## src/rtl/serial_sub_pkg.sv

```systemverilog
// serial_sub_pkg: shared state encoding and counter sizing for serial_subtractor.
package serial_sub_pkg;

    typedef enum logic [1:0] {IDLE, SHIFT, DONE} state_t;

    function automatic int cnt_width(input int width);
        return (width <= 1) ? 1 : $clog2(width);
    endfunction

endpackage

```

## src/rtl/serial_subtractor_cell.sv

```systemverilog
// full_sub_cell: one-bit full subtractor, d = a - b - bin with borrow out.
module full_sub_cell (
    input  logic a_i,
    input  logic b_i,
    input  logic bin_i,
    output logic d_o,
    output logic bout_o
);

    assign d_o    = a_i ^ b_i ^ bin_i;
    assign bout_o = (~a_i & b_i) | (~(a_i ^ b_i) & bin_i);

endmodule

```

## src/rtl/serial_subtractor.sv

```systemverilog
// serial_subtractor: bit-serial unsigned A - B, LSB first, start/done handshake.
// Define SERIAL_SUB_SAT_EN to clamp an underflowing result to zero.
module serial_subtractor
    import serial_sub_pkg::*;
#(
    parameter int WIDTH = 8
) (
    input  logic             clk,
    input  logic             rst_n,
    input  logic             Start,
    input  logic [WIDTH-1:0] A,
    input  logic [WIDTH-1:0] B,
    output logic             Ready,
    output logic             Busy,
    output logic             Done,
    output logic [WIDTH-1:0] Diff,
    output logic             Borrow,
    output logic             Zero
);

    localparam int CW = cnt_width(WIDTH);

    state_t           state_q, state_d;
    logic [CW-1:0]    cnt_q, cnt_d;
    logic [WIDTH-1:0] a_q, a_d, b_q, b_d, sh_q, sh_d, diff_q, diff_d;
    logic             br_q, br_d, borrow_q, borrow_d, zero_q, zero_d;
    logic             d, bout, last;
    logic [WIDTH-1:0] sh_next, res;

    full_sub_cell u_cell (
        .a_i   (a_q[0]),
        .b_i   (b_q[0]),
        .bin_i (br_q),
        .d_o   (d),
        .bout_o(bout)
    );

    assign last    = cnt_q == CW'(WIDTH - 1);
    // Partial result lives in sh_q so Diff stays frozen until the final edge.
    assign sh_next = (sh_q >> 1) | (WIDTH'(d) << (WIDTH - 1));
`ifdef SERIAL_SUB_SAT_EN
    assign res     = bout ? '0 : sh_next;
`else
    assign res     = sh_next;
`endif

    always_comb begin
        state_d  = state_q;
        cnt_d    = cnt_q;
        a_d      = a_q;
        b_d      = b_q;
        sh_d     = sh_q;
        br_d     = br_q;
        diff_d   = diff_q;
        borrow_d = borrow_q;
        zero_d   = zero_q;
        case (state_q)
            IDLE: if (Start) begin
                state_d  = SHIFT;
                cnt_d    = '0;
                a_d      = A;
                b_d      = B;
                sh_d     = '0;
                br_d     = 1'b0;
                diff_d   = '0;
                borrow_d = 1'b0;
                zero_d   = 1'b0;
            end
            SHIFT: begin
                cnt_d = cnt_q + 1'b1;
                a_d   = a_q >> 1;
                b_d   = b_q >> 1;
                sh_d  = sh_next;
                br_d  = bout;
                if (last) begin
                    state_d  = DONE;
                    diff_d   = res;
                    borrow_d = bout;
                    zero_d   = ~|res;
                end
            end
            default: state_d = IDLE;
        endcase
    end

    always_ff @(posedge clk or negedge rst_n) begin
        if (!rst_n) begin
            state_q  <= IDLE;
            cnt_q    <= '0;
            a_q      <= '0;
            b_q      <= '0;
            sh_q     <= '0;
            br_q     <= 1'b0;
            diff_q   <= '0;
            borrow_q <= 1'b0;
            zero_q   <= 1'b0;
        end else begin
            state_q  <= state_d;
            cnt_q    <= cnt_d;
            a_q      <= a_d;
            b_q      <= b_d;
            sh_q     <= sh_d;
            br_q     <= br_d;
            diff_q   <= diff_d;
            borrow_q <= borrow_d;
            zero_q   <= zero_d;
        end
    end

    assign Ready  = state_q == IDLE;
    assign Busy   = state_q == SHIFT;
    assign Done   = state_q == DONE;
    assign Diff   = diff_q;
    assign Borrow = borrow_q;
    assign Zero   = zero_q;

endmodule

```

## config.mk

```make
export PLATFORM = sky130hd
export DESIGN_NAME = serial_subtractor
export DESIGN_NICKNAME = d
export VERILOG_FILES = /design/src/rtl/serial_sub_pkg.sv /design/src/rtl/serial_subtractor_cell.sv /design/src/rtl/serial_subtractor.sv
export SDC_FILE = /design/constraint.sdc
export NUM_CORES = 1
export LEC_CHECK = 0
export ABC_AREA = 0
export CAP_MARGIN = 20
export CORE_ASPECT_RATIO = 0.8
export CORE_MARGIN = 5
export CORE_UTILIZATION = 40
export DETAILED_ROUTE_END_ITERATION = 7
export PLACE_DENSITY_LB_ADDON = 0.3
export SETUP_SLACK_MARGIN = 0.02
export SLEW_MARGIN = 5
export SYNTH_ARGS = -nofsm -noshare
export SYNTH_HDL_FRONTEND = slang
export SYNTH_SLANG_ARGS = --single-unit
```

## constraint.sdc

```tcl
create_clock -name clk -period 3.4 [get_ports clk]
set_input_delay 1.02 -clock clk [delete_from_list [all_inputs] [get_ports clk]]
set_output_delay 1.02 -clock clk [all_outputs]
set_load 0.02 [all_outputs]
```

### After elaboration in Yosys (flattened, before gate mapping)

Index checks and enable logic that the tools add are counted.

| word-level totals | value |
|---|---|
| register bits after elaboration | 40 |
| bits of input ports | 19 |
| output and inout port bits | 13 |
| word-level logic and storage cells | 49 |

| operators by class | value |
|---|---|
| $add $sub $neg | 1 |
| equal/unequal tests | 5 |
| mux-type cells | 19 |
| bitwise gates (word level) | 8 |
| reductions and logical operators | 7 |

Operator list:

| cell | number |
|---|---|
| $pmux W8 S2 | 4 |
| $mux W8 | 4 |
| $or A7 B8 Y8 | 1 |
| $reduce_or A8 Y1 | 1 |
| $pmux W1 S2 | 3 |
| $pmux W3 S2 | 1 |
| $mux W2 | 2 |
| $pmux W2 S2 | 1 |
| $reduce_and A2 Y1 | 2 |
| $add A3 B1 Y3 const B | 1 |
| $eq A3 B3 Y1 const B | 1 |
| $mux W1 | 3 |
| $mux W3 | 1 |
| $reduce_and A3 Y1 | 1 |
| $and A1 B1 Y1 | 2 |
| $eq A2 B1 Y1 const B | 1 |
| $eq A2 B2 Y1 const B | 1 |
| $logic_not A2 Y1 | 1 |
| $ne A2 B1 Y1 const B | 1 |
| $ne A2 B2 Y1 const B | 1 |
| $not A1 Y1 | 2 |
| $reduce_bool A2 Y1 | 1 |
| $xor A1 B1 Y1 | 2 |
| $logic_not A1 Y1 | 1 |
| $or A1 B1 Y1 | 1 |

### Logic depth before layout (Yosys ltp)

Gate-level depths: netlist (run 1).

| depth | value |
|---|---|
| depth after elaboration | 7 |
| mapped depth | 6 |
| gate-level depth less buffers | 5 |

### Modules after synthesis

From an unflattened synthesis (run 1), not the netlist that was laid out.

| unflattened totals | value |
|---|---|
| cell total of the unflattened synthesis | 141 |
| area total of the unflattened synthesis | 1687.9 µm² |

By module, submodules not included:

| module | instances | cells each | area an instance (µm²) | seq. area each (µm²) |
|---|---|---|---|---|
| serial_subtractor | 1 | 137 | 1656.6 | 975.9 |
| full_sub_cell | 1 | 4 | 31.3 | 0.0 |

### Worst setup path before layout (run 1)

OpenSTA, ideal clock, no wires.

| path | value |
|---|---|
| path type | reg2out |
| start | register state_q[1] |
| end | output port Busy |
| arrival | 947 ps |
| data required time | 2380 ps |
| slack | 1433 ps |
| stages on the path, launching flop included | 5 |
| buffers on the path | 2 |
| path through | dfrtp_1 > buf_6 > nand2b_4 > inv_4 > buf_2 |

| between the ends | value |
|---|---|
| longest elaborated chain between the ends | 1 |

Ends and longest elaborated chain:

| what | line | source |
|---|---|---|
| start: declaration | serial_subtractor.sv:23 | `state_t state_q, state_d;` |
| start signal: assignment | serial_subtractor.sv:98 | `state_q <= state_d;` |
| $eq A2 B1 Y1 | serial_subtractor.sv:111 | `assign Busy = state_q == SHIFT;` |
| end: declaration | serial_subtractor.sv:14 | `output logic Busy,` |

Every way passes these cells.

### Worst setup path in the final report (run 1)

Ends and elaborated chain as after synthesis.

==> results of run 1 <==
area by class of cell:
class	instances	share of cell area
inverters	2	0.00478
well taps	57	0.0340
repair buffers	32	0.149
clock buffers	5	0.0328
flip-flops and latches	39	0.466
multi-input cells	91	0.306
clock inverters	3	0.00716
power by group:
| group | total [µW] | leakage [µW] | switching, µW | internal, µW |
|---|---|---|---|---|
| sequential | 788 | 0.000506 | 137 | 651 |
| clock | 303 | 0.0000477 | 163 | 140 |
| combinational | 732 | 0.000407 | 371 | 361 |
| total | 1820 | 0.000961 | 671 | 1150 |
per-layer routing:
layer	vias up	part of all wire	track usage	wire length, µm
met1	576	0.47	0.190	1570
met3	8	0.035	0.0342	117
met2	20	0.47	0.212	1560
met5	-	0	0	0
li1	558	-	-	-
met4	0	0.026	0.0633	87
worst max path at each step:
stage | startpoint | to | slack (ps) | depth (start not counted)
floorplan | state_q[1] | Busy | 1430 | 4
global placement | state_q[1] | Busy | 800 | 3
detailed placement | state_q[1] | Busy | 780 | 3
CTS | state_q[1] | Busy | 450 | 3
global route | state_q[1] | Busy | 360 | 3
finish | state_q[1] | Busy | 470 | 3
synthesized netlist by cell type (2+ instances only):
master / number
nor2b_1: 4
nor2_1: 2
ha_1: 2
o21ai_0: 8
mux2i_1: 14
buf_6: 3
clkbuf_2: 2
buf_2: 5
a22o_1: 18
nand2_1: 19
o21ai_1: 10
a21oi_1: 3
dfrtp_1: 39
nand2b_1: 2
through the flow:
stage               std cells  area (µm²)  total power, µW  utilization
floorplan                 142        1690             1320            -
global placement          221        2010             1510        0.488
detailed placement        221        2010             1540        0.488
CTS                       229        2100             1850        0.508
global route              229        2100             1980        0.508
finish                    229        2100             1820        0.508
critical path: cells and delay by family (launching register included):
family                 cells  cell delay (ps)
buffers and inverters      2              930
flip-flops                 1              470
AND/OR/NAND/NOR            1              210
sequential cells by signal (all words and copies together) (netlist names):
signal / flops
Borrow: 1
sh_q: 7
cnt_q: 3
state_q: 2
Diff: 8
b_q: 8
br_q: 1
a_q: 8
Zero: 1
cells by family after synthesis:
kind of cell | after synthesis | share of synthesized area
fa+ha+maj | 3 | 0.0266
mux | 15 | 0.0894
flops | 39 | 0.576
buf+inv | 12 | 0.0466
compound gates | 42 | 0.170
simple gates | 31 | 0.0909
==> flow_metrics.tcl, run 1 <==
set metrics [dict create \
    dp_hpwl_um 2310 \
    critical_path_class "reg2out" \
    cts.sinks 39 \
    end_kind "output pin" \
    worst_pin_slew_ps 853 \
    grt_usage 0.140 \
    holdCritStartpoint "a_q[5]" \
    fin_skew_ps 7.19 \
    grt_pass1_wl_um 5870 \
    r2r_cells 4 \
    cap_violations 0 \
    synth_area_mm2 0.00169 \
    cp.arrival_ps 1910 \
    r2r-start "br_q" \
    drv_slew 0 \
    antenna_found_initial 0 \
    layout_common_cells "dfrtp_1 (39), clkdlybuf4s50_1 (30), nand2_1 (19)" \
    pre_cts_ws_ps 780 \
    synth_top_cells_by_area "dfrtp_1 (58%), a22o_1 (9.3%), mux2i_1 (8.3%)" \
    holdWs_ps 490 \
    io_pins 32 \
    finalCritPeriodShare 0.863 \
    holdPathStages 2 \
    ys_async_sr_fraction 1.00 \
    rr_endpoint "Diff[7]" \
    finalSetupViolations 0 \
    fmax_ghz 0.341 \
    crit_chain "nand2b_4 > inv_4 > clkdlybuf4s50_1" \
    first_global_vias 1204 \
    start_util 0.410 \
    setup-tns-final_ps 0 \
    clk_pin_slew_ps 80 \
    cts_hold_buf 0 \
    final_common_cell "dfrtp_1" \
    via_per_inst 5.07 \
    syn_nets 164 \
    yosys.area.top_type "dfrtp_1" \
    syn_avg_cell_area_um2 11.9 \
    core_area_mm2 0.00413 \
    wl_per_cell_um 14.6 \
    cts-root-buf "clkbuf_8" \
    clk_path_buf_depth 2 \
    drt_first_iter_violations 72 \
    yosysWarnings 0 \
    rsz0062_at_grt "false" \
    powerDensity_mw_per_mm2 870 \
    dieArea_mm2 0.00564 \
    synth-edff-count 0 \
    ys_seq_area_frac 0.576 \
    ys_seq_elements 39 \
    grt_max_degree 41 \
    status "finished, final reports clean" \
    area_growth_pct 23.8 \
    die_height_um 68.2 \
    netlist_instances 142 \
    overflow 0 \
    relSlewSlack 0.431 \
    cts_tree "yes" \
    reg2reg_setup_slack_ps 1810 \
    vias 1162 \
    crit_fanout 23 \
    cts.htree.levels 2 \
    ys_types 25 \
    multi_input_area_um2 642 \
    cts.repair.resized 0 \
    postRouteAntennaNets 0 \
    routed_wirelength_um 3340 \
    whs_endpoint "a_q[5]" \
    drtPass1Iterations 4 \
    clk_latency_ps 290 \
    hold_class "reg2reg" \
    worst_slack_ps 465 \
    numPortBuffers 31 \
    synthFlopType "dfrtp_1" \
    slowest_delay_ps 670 \
    fp-row-count 21 \
    gp_congestion 0.741 \
    drc 0 \
    fillCellCount 385 \
    synth_top_cell_area_share 0.576 \
    dieWidth_um 82.7 \
    drive_gt1_frac 0.0872 \
    nets 193 \
    cts-buffers-inserted 5 \
    fin_crit_ps 2930 \
    slowest_stage "clkdlybuf4s50_1" \
    seq_area_um2 976 \
    cts_setup_buffers 0 \
    diodes 0 \
    crit_path_start_kind "register" \
    p_leak_uw 0.000961 \
    timing_hold_violations_final 0 \
    vdd_ir_drop_max_mv 0.287 \
    required_ps 2380 \
]
No activity file was read; power rests on OpenSTA's default activity.
==> run 2: changes to the inputs <==
--- a/config.mk
+++ b/config.mk
@@ -11,6 +11,7 @@
 export CORE_MARGIN = 5
 export CORE_UTILIZATION = 40
 export DETAILED_ROUTE_END_ITERATION = 7
+export HOLD_SLACK_MARGIN = 0.1
 export PLACE_DENSITY_LB_ADDON = 0.3
 export SETUP_SLACK_MARGIN = 0.02
 export SLEW_MARGIN = 5
==> results of run 2 <==
The final DEF is identical to that of run 1; final timing and power are the same.
==> run 3: changes to the inputs <==
--- a/config.mk
+++ b/config.mk
@@ -10,6 +10,7 @@
 export CORE_ASPECT_RATIO = 0.8
 export CORE_MARGIN = 5
 export CORE_UTILIZATION = 40
+export CTS_BUF_LIST = sky130_fd_sc_hd__clkbuf_4
 export DETAILED_ROUTE_END_ITERATION = 7
 export HOLD_SLACK_MARGIN = 0.1
 export PLACE_DENSITY_LB_ADDON = 0.3
==> run 3 against run 2 <==
  * Design area decreased by 1.5%
  * Combinational power hardly changed
  * First-iteration DRC count up 1.4%
  * Largest power group unchanged
  * Highest routed layer unchanged
  * Maximum frequency decreased by 2.1%
==> flow_metrics.tcl, run 3 (synthesis results as in run 1) <==
set metrics [dict create \
    status "finished, final reports clean" \
    relSlewSlack 0.406 \
    cts_hold_buf 0 \
    rr_endpoint "Diff[7]" \
    rsz0062_at_grt "false" \
    worst_pin_slew_ps 891 \
    fmax_ghz 0.333 \
    postRouteAntennaNets 0 \
    slowest_delay_ps 670 \
    finalSetupViolations 0 \
    fin_skew_ps 10.5 \
    end_kind "output pin" \
    holdPathStages 2 \
    cap_violations 0 \
    dpl_cell_area_mm2 0.00201 \
    whs_endpoint "a_q[5]" \
    dp_hpwl_um 2310 \
    fillCellCount 393 \
    finalCritPeriodShare 0.882 \
    cts.htree.levels 2 \
    cp_num_cells 3 \
    dieArea_mm2 0.00564 \
    post-route-cell-area_mm2 0.00206 \
    grt_usage 0.139 \
    diodes 0 \
    area_growth_pct 22.0 \
    critPathTopFamily "buffers and inverters" \
    grt_pass1_wl_um 5840 \
    p_leak_uw 0.000948 \
    hold_class "reg2reg" \
    nets 193 \
    timing_hold_violations_final 0 \
    reg2reg_setup_slack_ps 1820 \
    start_util 0.410 \
    cts_tree "yes" \
    required_ps 2380 \
    antenna_found_initial 0 \
    dieWidth_um 82.7 \
    fp-row-count 21 \
    final_common_cell "dfrtp_1" \
    numPortBuffers 31 \
    crit_fanout 23 \
    io_pins 32 \
    cts-buffers-inserted 5 \
    clk_path_buf_depth 2 \
    layout_common_cells "dfrtp_1 (39), clkdlybuf4s50_1 (30), nand2_1 (19)" \
    holdCritStartpoint "a_q[5]" \
    r2r_cells 4 \
    via_per_inst 5.00 \
    vdd_ir_drop_max_mv 0.309 \
    cts_setup_buffers 0 \
    wl_per_cell_um 14.6 \
    drtPass1Iterations 4 \
    critPathBufInv 2 \
    met1_usage 0.186 \
    clk_pin_slew_ps 120 \
    setup-tns-final_ps 0 \
    slowest_stage "clkdlybuf4s50_1" \
    die_height_um 68.2 \
    busiest_layer "met2" \
    cp.arrival_ps 1980 \
    gp_congestion 0.741 \
    vias 1146 \
    drive_gt1_frac 0.0872 \
    grt_max_degree 41 \
    holdWs_ps 499 \
    drt_first_iter_violations 73 \
    powerDensity_mw_per_mm2 847 \
    crit_chain "nand2b_4 > inv_4 > clkdlybuf4s50_1" \
    drc 0 \
    drv_slew 0 \
    overflow 0 \
    grt_util_met2 0.213 \
    critical_path_class "reg2out" \
    multi_input_area_um2 642 \
    first_global_vias 1196 \
    r2r-start "br_q" \
    core_area_mm2 0.00413 \
    use_met3 0.0382 \
    routed_wirelength_um 3350 \
    cts.repair.resized 0 \
    seq_area_um2 976 \
    cts.sinks 39 \
    fin_crit_ps 3000 \
    clk_latency_ps 340 \
    cts-root-buf "clkbuf_4" \
    crit_path_start_kind "register" \
]
[run 3: cell types whose count changed in the layout (fill, tap and decap cells not counted)]
| cell | delta |
|---|---|
| clkbuf_4 | +5 |
| clkbuf_8 | -5 |
[run 3: final cells by class]
class                           count  share of cell area
Tap cell                           57              0.0345
Timing Repair Buffer               32               0.152
Clock buffer                        5              0.0182
Inverter                            2             0.00485
Clock inverter                      3             0.00727
Sequential cell                    39               0.473
Multi-Input combinational cell     91               0.311
[run 3: through the flow]
step	setup slack (ps)	utilization	cells	total power (µW)
finish	401	0.500	229	1750
global route	274	0.500	229	1910
CTS	373	0.500	229	1770
detailed placement	780	0.488	221	1540
global placement	800	0.488	221	1510
floorplan	1430	-	142	1320
[run 3: worst max path at each step]
stage / endpoint / startpoint
after floorplan: Busy / state_q[1]
after global placement: Busy / state_q[1]
after detailed placement: Busy / state_q[1]
after CTS: Busy / state_q[1]
after global routing: Busy / state_q[1]
final: Busy / state_q[1]
[run 3: layer usage]
metal / part of all wire / vias to the layer above
met5: 0 / -
li1: - / 558
met2: 0.48 / 18
met3: 0.032 / 2
met1: 0.48 / 568
met4: 0.010 / 0
[run 3: worst register-to-register path: stages, from the launching register on]
cell	delay, ps
dfrtp_1	420
fa_1	600
nor2_1	50
mux2_2	260
a22o_1	170
[run 3: where the power goes]
part / total, µW / internal (µW) / switching, µW
Clock: 230 / 77.1 / 152
Combinational: 733 / 360 / 373
Sequential: 786 / 650 / 137
